<file path="src/rtl/sd_blk_server.sv">
// Block server: moves 512-byte blocks between per-drive client buffers and a
// shared byte-wide backing store, one drive at a time in round-robin order.
module sd_blk_server #(
  parameter int NDRIVES = 4,
  parameter int MEM_AW  = 22
) (
  input  logic               CLK,
  input  logic               RESET_N,
  input  logic [31:0]        sd_lba [NDRIVES],
  input  logic [NDRIVES-1:0] sd_rd,
  input  logic [NDRIVES-1:0] sd_wr,
  output logic [NDRIVES-1:0] sd_ack,
  output logic [8:0]         sd_buff_addr,
  output logic [7:0]         sd_buff_dout,
  output logic               sd_buff_wr,
  input  logic [7:0]         sd_buff_din [NDRIVES],
  input  logic               cfg_wr,
  input  logic [1:0]         cfg_drive,
  input  logic [19:0]        cfg_size,
  output logic [MEM_AW-1:0]  mem_addr,
  output logic               mem_rd,
  output logic               mem_wr,
  output logic [7:0]         mem_wdata,
  input  logic [7:0]         mem_rdata,
  input  logic               mem_ready,
  output logic               blk_err
);

  localparam int DW = 2;

  typedef enum logic [2:0] {
    IDLE, GRANT, RD_REQ, RD_PUSH, WR_ADDR, WR_SAMPLE, WR_REQ, DONE
  } state_t;

  state_t             state, state_nxt;
  logic [DW-1:0]      drive;
  logic [DW-1:0]      rr_next;
  logic [DW-1:0]      pick_drive;
  logic [DW-1:0]      cand;
  logic               pick_found;
  logic [10:0]        lba;
  logic [8:0]         cnt;
  logic [7:0]         byte_q;
  logic               in_range;
  logic [NDRIVES-1:0] arm;
  logic [NDRIVES-1:0] req_vec;
  logic [19:0]        size_tab [NDRIVES];
  logic               last_byte;
  logic               mem_done;

  assign req_vec   = arm & (sd_rd | sd_wr);
  assign last_byte = (cnt == 9'd511);
  // Out-of-range blocks never touch memory, so each byte step completes at once.
  assign mem_done  = !in_range || mem_ready;

  assign sd_buff_addr = cnt;
  assign sd_buff_dout = byte_q;
  assign mem_wdata    = byte_q;
  assign mem_addr     = MEM_AW'({drive, lba, cnt});

  // First armed requester at or after rr_next, wrapping around.
  always_comb begin
    pick_found = 1'b0;
    pick_drive = '0;
    cand       = '0;
    for (int k = 0; k < NDRIVES; k++) begin
      cand = DW'((int'(rr_next) + k) % NDRIVES);
      if (!pick_found && req_vec[cand]) begin
        pick_found = 1'b1;
        pick_drive = cand;
      end
    end
  end

  always_ff @(posedge CLK or negedge RESET_N) begin
    if (!RESET_N) state <= IDLE;
    else          state <= state_nxt;
  end

  always_comb begin
    state_nxt  = state;
    sd_ack     = '0;
    sd_buff_wr = 1'b0;
    mem_rd     = 1'b0;
    mem_wr     = 1'b0;
    blk_err    = 1'b0;
    case (state)
      IDLE:      if (pick_found) state_nxt = GRANT;
      GRANT:     state_nxt = sd_rd[drive] ? RD_REQ : WR_ADDR;
      RD_REQ: begin
        sd_ack[drive] = 1'b1;
        mem_rd        = in_range;
        if (mem_done) state_nxt = RD_PUSH;
      end
      RD_PUSH: begin
        sd_ack[drive] = 1'b1;
        sd_buff_wr    = 1'b1;
        state_nxt     = last_byte ? DONE : RD_REQ;
      end
      WR_ADDR: begin
        sd_ack[drive] = 1'b1;
        state_nxt     = WR_SAMPLE;
      end
      WR_SAMPLE: begin
        sd_ack[drive] = 1'b1;
        state_nxt     = WR_REQ;
      end
      WR_REQ: begin
        sd_ack[drive] = 1'b1;
        mem_wr        = in_range;
        if (mem_done) state_nxt = last_byte ? DONE : WR_ADDR;
      end
      DONE: begin
        blk_err   = !in_range;
        state_nxt = IDLE;
      end
      default:   state_nxt = IDLE;
    endcase
  end

  // Arm bits re-set whenever a drive is seen idle; the grant clear wins.
  always_ff @(posedge CLK or negedge RESET_N) begin
    if (!RESET_N) begin
      drive    <= '0;
      rr_next  <= '0;
      lba      <= '0;
      cnt      <= '0;
      byte_q   <= '0;
      in_range <= 1'b0;
      arm      <= '1;
      for (int i = 0; i < NDRIVES; i++) size_tab[i] <= '0;
    end else begin
      if (cfg_wr) size_tab[cfg_drive] <= cfg_size;
      for (int i = 0; i < NDRIVES; i++) begin
        if (!sd_rd[i] && !sd_wr[i]) arm[i] <= 1'b1;
      end
      case (state)
        IDLE: if (pick_found) drive <= pick_drive;
        GRANT: begin
          lba         <= sd_lba[drive][10:0];
          cnt         <= '0;
          arm[drive]  <= 1'b0;
          in_range    <= (size_tab[drive] != '0) &&
                         (sd_lba[drive] < {21'd0, size_tab[drive][19:9]});
          rr_next     <= DW'((int'(drive) + 1) % NDRIVES);
        end
        RD_REQ: begin
          if (!in_range)     byte_q <= '0;
          else if (mem_ready) byte_q <= mem_rdata;
        end
        RD_PUSH:   if (!last_byte) cnt <= cnt + 9'd1;
        WR_SAMPLE: byte_q <= sd_buff_din[drive];
        WR_REQ:    if (mem_done && !last_byte) cnt <= cnt + 9'd1;
        default: ;
      endcase
    end
  end

endmodule

</file>
<file path="config.mk">
export PLATFORM = sky130hd
export DESIGN_NAME = sd_blk_server
export DESIGN_NICKNAME = d
export VERILOG_FILES = /design/src/rtl/sd_blk_server.sv
export SDC_FILE = /design/constraint.sdc
export NUM_CORES = 1
export LEC_CHECK = 0
export ABC_CLOCK_PERIOD_IN_PS = 3500
export CORE_UTILIZATION = 44
export DETAILED_ROUTE_END_ITERATION = 10
export PLACE_DENSITY = 0.92
export SLEW_MARGIN = 20
export SYNTH_ARGS = -nofsm -noshare
export SYNTH_HDL_FRONTEND = slang
export SYNTH_SLANG_ARGS = --single-unit
</file>
<file path="constraint.sdc">
create_clock -name CLK -period 3.5 [get_ports CLK]
set_input_delay 0.7 -clock CLK [delete_from_list [all_inputs] [get_ports CLK]]
set_output_delay 0.7 -clock CLK [all_outputs]
set_load 0.02 [all_outputs]
</file>
==> reports/results.txt <==
The clock net in this run drives a total of 120 sinks. Most common flop cell mapped by yosys: sky130_fd_sc_hd__dfrtp_1. The final setup TNS is 0 ns. The tools report the maximum vdd drop as 533.0 uV. Summing the areas of all xor and xnor instances in the mapped netlist gives 0.9367% of the synthesized area.

The area growth from synthesis to layout is 50.18%. The number of gates resized after CTS was 0. 0 antenna diodes ended up in the layout. Traced cell by cell, the critical path runs through buf_4, ha_1, and2_1, clkdlybuf4s50_1. The worst hold path belongs to the class primary input to asynchronous set/reset pin.

The global-route track usage on met3 was 5.495%. The endpoint of the most critical setup path was sd_ack[1]. Global routing used 41.88% of the available met2 tracks. Detailed placement finished with a half-perimeter wire length of 14110 um. The number of levels in the clock H-tree came out at 4.

Across all register-to-register paths, the minimum setup slack is 0.65 ns. The floorplan step set the die height to 124.0 um. The tools report the count of mapped cells out of synthesis as 550.

Largest family of logic cells by synthesized area: multiplexers. The later pin in the worst-skew pair is clocked with a latency of 0.41 ns. In this run the number of cells on the critical path is 4.

The floorplan step defined a die boundary enclosing 15370 um2. Across all layers, the routed design uses 5518 vias. Summed over all cells, the static leakage comes to 3.929 nW. The first TritonRoute pass finished after 5 iterations. The compound-gate portion of the synthesized area works out to 5.506%.

Measured along the x axis, the die boundary spans 124.0 um. The clock transition at the registers of the reported paths works out to 0.06 ns. The total count of hold-check failures in the final report came out at 0. Dividing the synthesized area by the synthesized cell count gives 11.90 um2.

Entering global routing, the biggest net connects 58 pins. The total area of sequential cells is 3010 um2. After routing the design area is 9829 um2.

The top cell family by delay on the critical path is buffers and inverters. Critical path startpoint: drive[0]. TritonCTS built the clock tree. Among all cell types in the netlist, the one instantiated most often is sky130_fd_sc_hd__dfrtp_1. The root buffer cell chosen for the clock tree is sky130_fd_sc_hd__clkbuf_16. The cell count after placement is 959, and the maximum fanout count along the critical path is 15.

The filler cells instantiated in the layout total 1025. Once placement finished, the instance area stood at 9199 um2. At the pin with the least slew margin, the transition time is 0.9674 ns. Summing every instance area after synthesis gives 6545 um2. Maximum cell stage delay along the critical path: 0.65 ns.

By count the netlist is led by sky130_fd_sc_hd__dfrtp_1 (116), sky130_fd_sc_hd__mux2_2 (81), sky130_fd_sc_hd__nand2_1 (58). In this run the count of I/O pins placed on the die edge is 257. The worst register-to-register path begins at drive[0].

Global routing used 32.62% of the available met1 tracks. The net count of the finished layout is 1012. The endpoint identified for the worst register-to-register timing path is in_range. The end-of-flow core utilization is 67.63%, and the critical path buffer and inverter count is 2.

Global-route wire length before repair: 28860 um. The multiplexer fraction of the synthesized cell area is 25.92%, and the maximum buffer depth of the clock tree is 2. Dividing the final minimum period by the clock period gives 86.46%. The critical path data required time came out at 2.80 ns. The remaining antenna violation count came out at 0. Hold timing on the final database bottoms out at a slack of 0.2952 ns.

Overall power consumption after layout is estimated at 4.434 mW. Setup violations remaining at the end of the flow were counted as 0. For this block, the routed nets add up to 18800 um of wire. The number of cells in the finished layout apart from fillers was 991.

The total area inside the core boundary comes to 14530 um2. The tools report the starting density of the core as 45.03%. The initial antenna violation count was 0. The number of DRC markers after the initial detailed-route iteration is 597. After detailed routing, the average wire length per cell comes to 18.97 um. After synthesis the netlist holds a flip-flop and latch count of 120.

The post-route minimum period came out at 3.026 ns. In the post-synthesis netlist, the biggest area contributors are sky130_fd_sc_hd__dfrtp_1 (44%), sky130_fd_sc_hd__mux2_2 (14%), sky130_fd_sc_hd__mux4_2 (7.6%). Before CTS, the worst setup slack after placement is 0.4579 ns. The run finished with clean final reports.

Synthesis produced a netlist with a net count of 768. The number of enable flip-flop cells after synthesis was 0; the total power divided by cell area was 451.1 nW/um2. The post-route netlist has 20.20% of its cells at a drive strength greater than 1. Endpoint arrival time on the critical path: 2.33 ns.

Slowest cell on the critical path: sky130_fd_sc_hd__dfrtp_2. Post-CTS timing repair inserted 0 buffers for setup. The async set or reset register ratio after synthesis works out to 100.0%.

The initialized floorplan defines 44 standard-cell rows. Counting cells, the worst reg-to-reg path comes to 7. The worst setup path is launched from a flip-flop.

The top cell type by total area after synthesis is sky130_fd_sc_hd__dfrtp_1. The setup path with the least slack is of type flip-flop to output pin. Summing the sequential cell areas from Yosys gives 45.96% of the chip area. The number of max-cap violations was 0. The kind of end point of the critical path is an output pin. In the routed layout, each cell is associated on average with a via count of 5.568. The count of input and output buffers was 256; the number of pins exceeding their max-slew limit in the final report was 0.

Buffers inserted to repair hold after CTS numbered 0. Counting the buffers created by CTS gives 17. The overflow left after global routing was 0. After detailed routing, the number of remaining DRC violations is 0. The weighted congestion reported at the end of routability-driven placement was 0.8451; the simple-gate area share of the yosys netlist was 13.46%. The busiest layer in global routing was met2.

Across every metal layer, demand over resource in global routing totals 25.24%. The achievable clock frequency was 330.5 MHz. Setup repair after global routing left no endpoint under its margin. The adder and majority cell fraction of the synthesized area was 3.059%. In the final layout, the multi-input gates occupy 3204 um2.

The worst max-slew margin expressed relative to the limit was 35.12%; the number of global-route vias before repair was 5625. The number of unique standard cell types used by synthesis is 48, and the share of the synthesized area in the top cell type is 44.35%. The count of synthesis-stage warnings from yosys was 0; the largest clock skew in the final design was 0.005955 ns. Setup slack on the critical path of the routed design comes to 0.4739 ns.
-- cell usage in the layout, fill, tap and decap left out, types with 4 or more instances in the layout --
| cell type | Yosys | routed |
|---|---|---|
| sky130_fd_sc_hd__ha_1 | 16 | 16 |
| sky130_fd_sc_hd__mux2_2 | 81 | 81 |
| sky130_fd_sc_hd__inv_1 | 17 | 17 |
| sky130_fd_sc_hd__nor2b_1 | 5 | 5 |
| sky130_fd_sc_hd__xor2_1 | 5 | 5 |
| sky130_fd_sc_hd__clkbuf_16 | 0 | 17 |
| sky130_fd_sc_hd__nand2_1 | 58 | 58 |
| sky130_fd_sc_hd__dfrtp_1 | 116 | 114 |
| sky130_fd_sc_hd__and3_1 | 5 | 5 |
| sky130_fd_sc_hd__or4_1 | 4 | 4 |
| sky130_fd_sc_hd__mux4_2 | 22 | 22 |
| sky130_fd_sc_hd__a21oi_1 | 12 | 12 |
| sky130_fd_sc_hd__nor3_1 | 8 | 8 |
| sky130_fd_sc_hd__and2_1 | 5 | 5 |
| sky130_fd_sc_hd__nand3_1 | 16 | 16 |
| sky130_fd_sc_hd__a31oi_1 | 8 | 8 |
| sky130_fd_sc_hd__clkinvlp_4 | 0 | 4 |
| sky130_fd_sc_hd__nor4_1 | 23 | 23 |
| sky130_fd_sc_hd__buf_4 | 17 | 13 |
| sky130_fd_sc_hd__mux4_1 | 11 | 11 |
| sky130_fd_sc_hd__nand4_1 | 10 | 10 |
| sky130_fd_sc_hd__o21ai_0 | 13 | 13 |
| sky130_fd_sc_hd__clkdlybuf4s50_1 | 0 | 255 |
| sky130_fd_sc_hd__dfstp_2 | 4 | 4 |
| sky130_fd_sc_hd__nor2_1 | 32 | 32 |
-- area by class of cell --
type / instances / share of cell area [%]
well taps: 184 / 2.342
inverters: 17 / 0.6492
clock inverters: 12 / 1.668
repair buffers: 270 / 27.37
multi-input cells: 368 / 32.60
clock buffers: 20 / 4.748
flip-flops and latches: 120 / 30.63
-- layer usage --
metal / vias to the layer above / wire (um) / part of all wire (%)
li1: 2512 / - / -
met1: 2772 / 7847 / 42
met2: 208 / 9635 / 51
met3: 26 / 1013 / 5.4
met4: 0 / 302 / 1.6
met5: - / 0 / 0
-- cells by family (layout without fill, tap and decap cells) --
logic type | count (synthesis) | in the layout
xor gates and xnor gates | 7 | 7
AOI/OAI and AO/OA | 53 | 53
DFF | 120 | 120
adders and majority gates | 16 | 16
and+or+nand+nor | 178 | 178
muxes | 114 | 114
buffers and inverters | 62 | 319
-- worst reg2reg max path, cell delays in order, from the launching register on --
cell and delay (ns):
sky130_fd_sc_hd__dfrtp_2 0.65, sky130_fd_sc_hd__buf_12 0.24, sky130_fd_sc_hd__mux4_2 0.55, sky130_fd_sc_hd__ha_1 0.33
sky130_fd_sc_hd__a21o_1 0.21, sky130_fd_sc_hd__a2111oi_4 0.33, sky130_fd_sc_hd__o221ai_1 0.19, sky130_fd_sc_hd__o31ai_2 0.25
-- registers in the layout, summed over array words and instances (netlist names) --
signal / flops
mem_wdata: 8
arm: 4
sd_buff_addr: 9
size_tab: 80
state: 3
lba: 11
in_range: 1
rr_next: 2
drive: 2
-- worst min-delay path by stage --
stage / slack (ns) / depth (start not counted) / to / startpoint
CTS: 0.30 / 1 / lba[7] / RESET_N
global placement: 0.46 / 2 / lba[1] / lba[1]
finish: 0.30 / 1 / lba[7] / RESET_N
global route: 0.33 / 1 / lba[7] / RESET_N
detailed placement: 0.46 / 2 / lba[8] / lba[8]
floorplan: 0.40 / 0 / drive[0] / RESET_N
-- report_power, final --
part           switching [mW]  leakage [nW]  total [mW]  internal [mW]
combinational           0.334          2.25       0.867          0.533
clock                   0.660         0.296        1.84           1.18
sequential              0.131          1.38        1.72           1.59
Note: power is estimated with default switching activity, not from simulation.
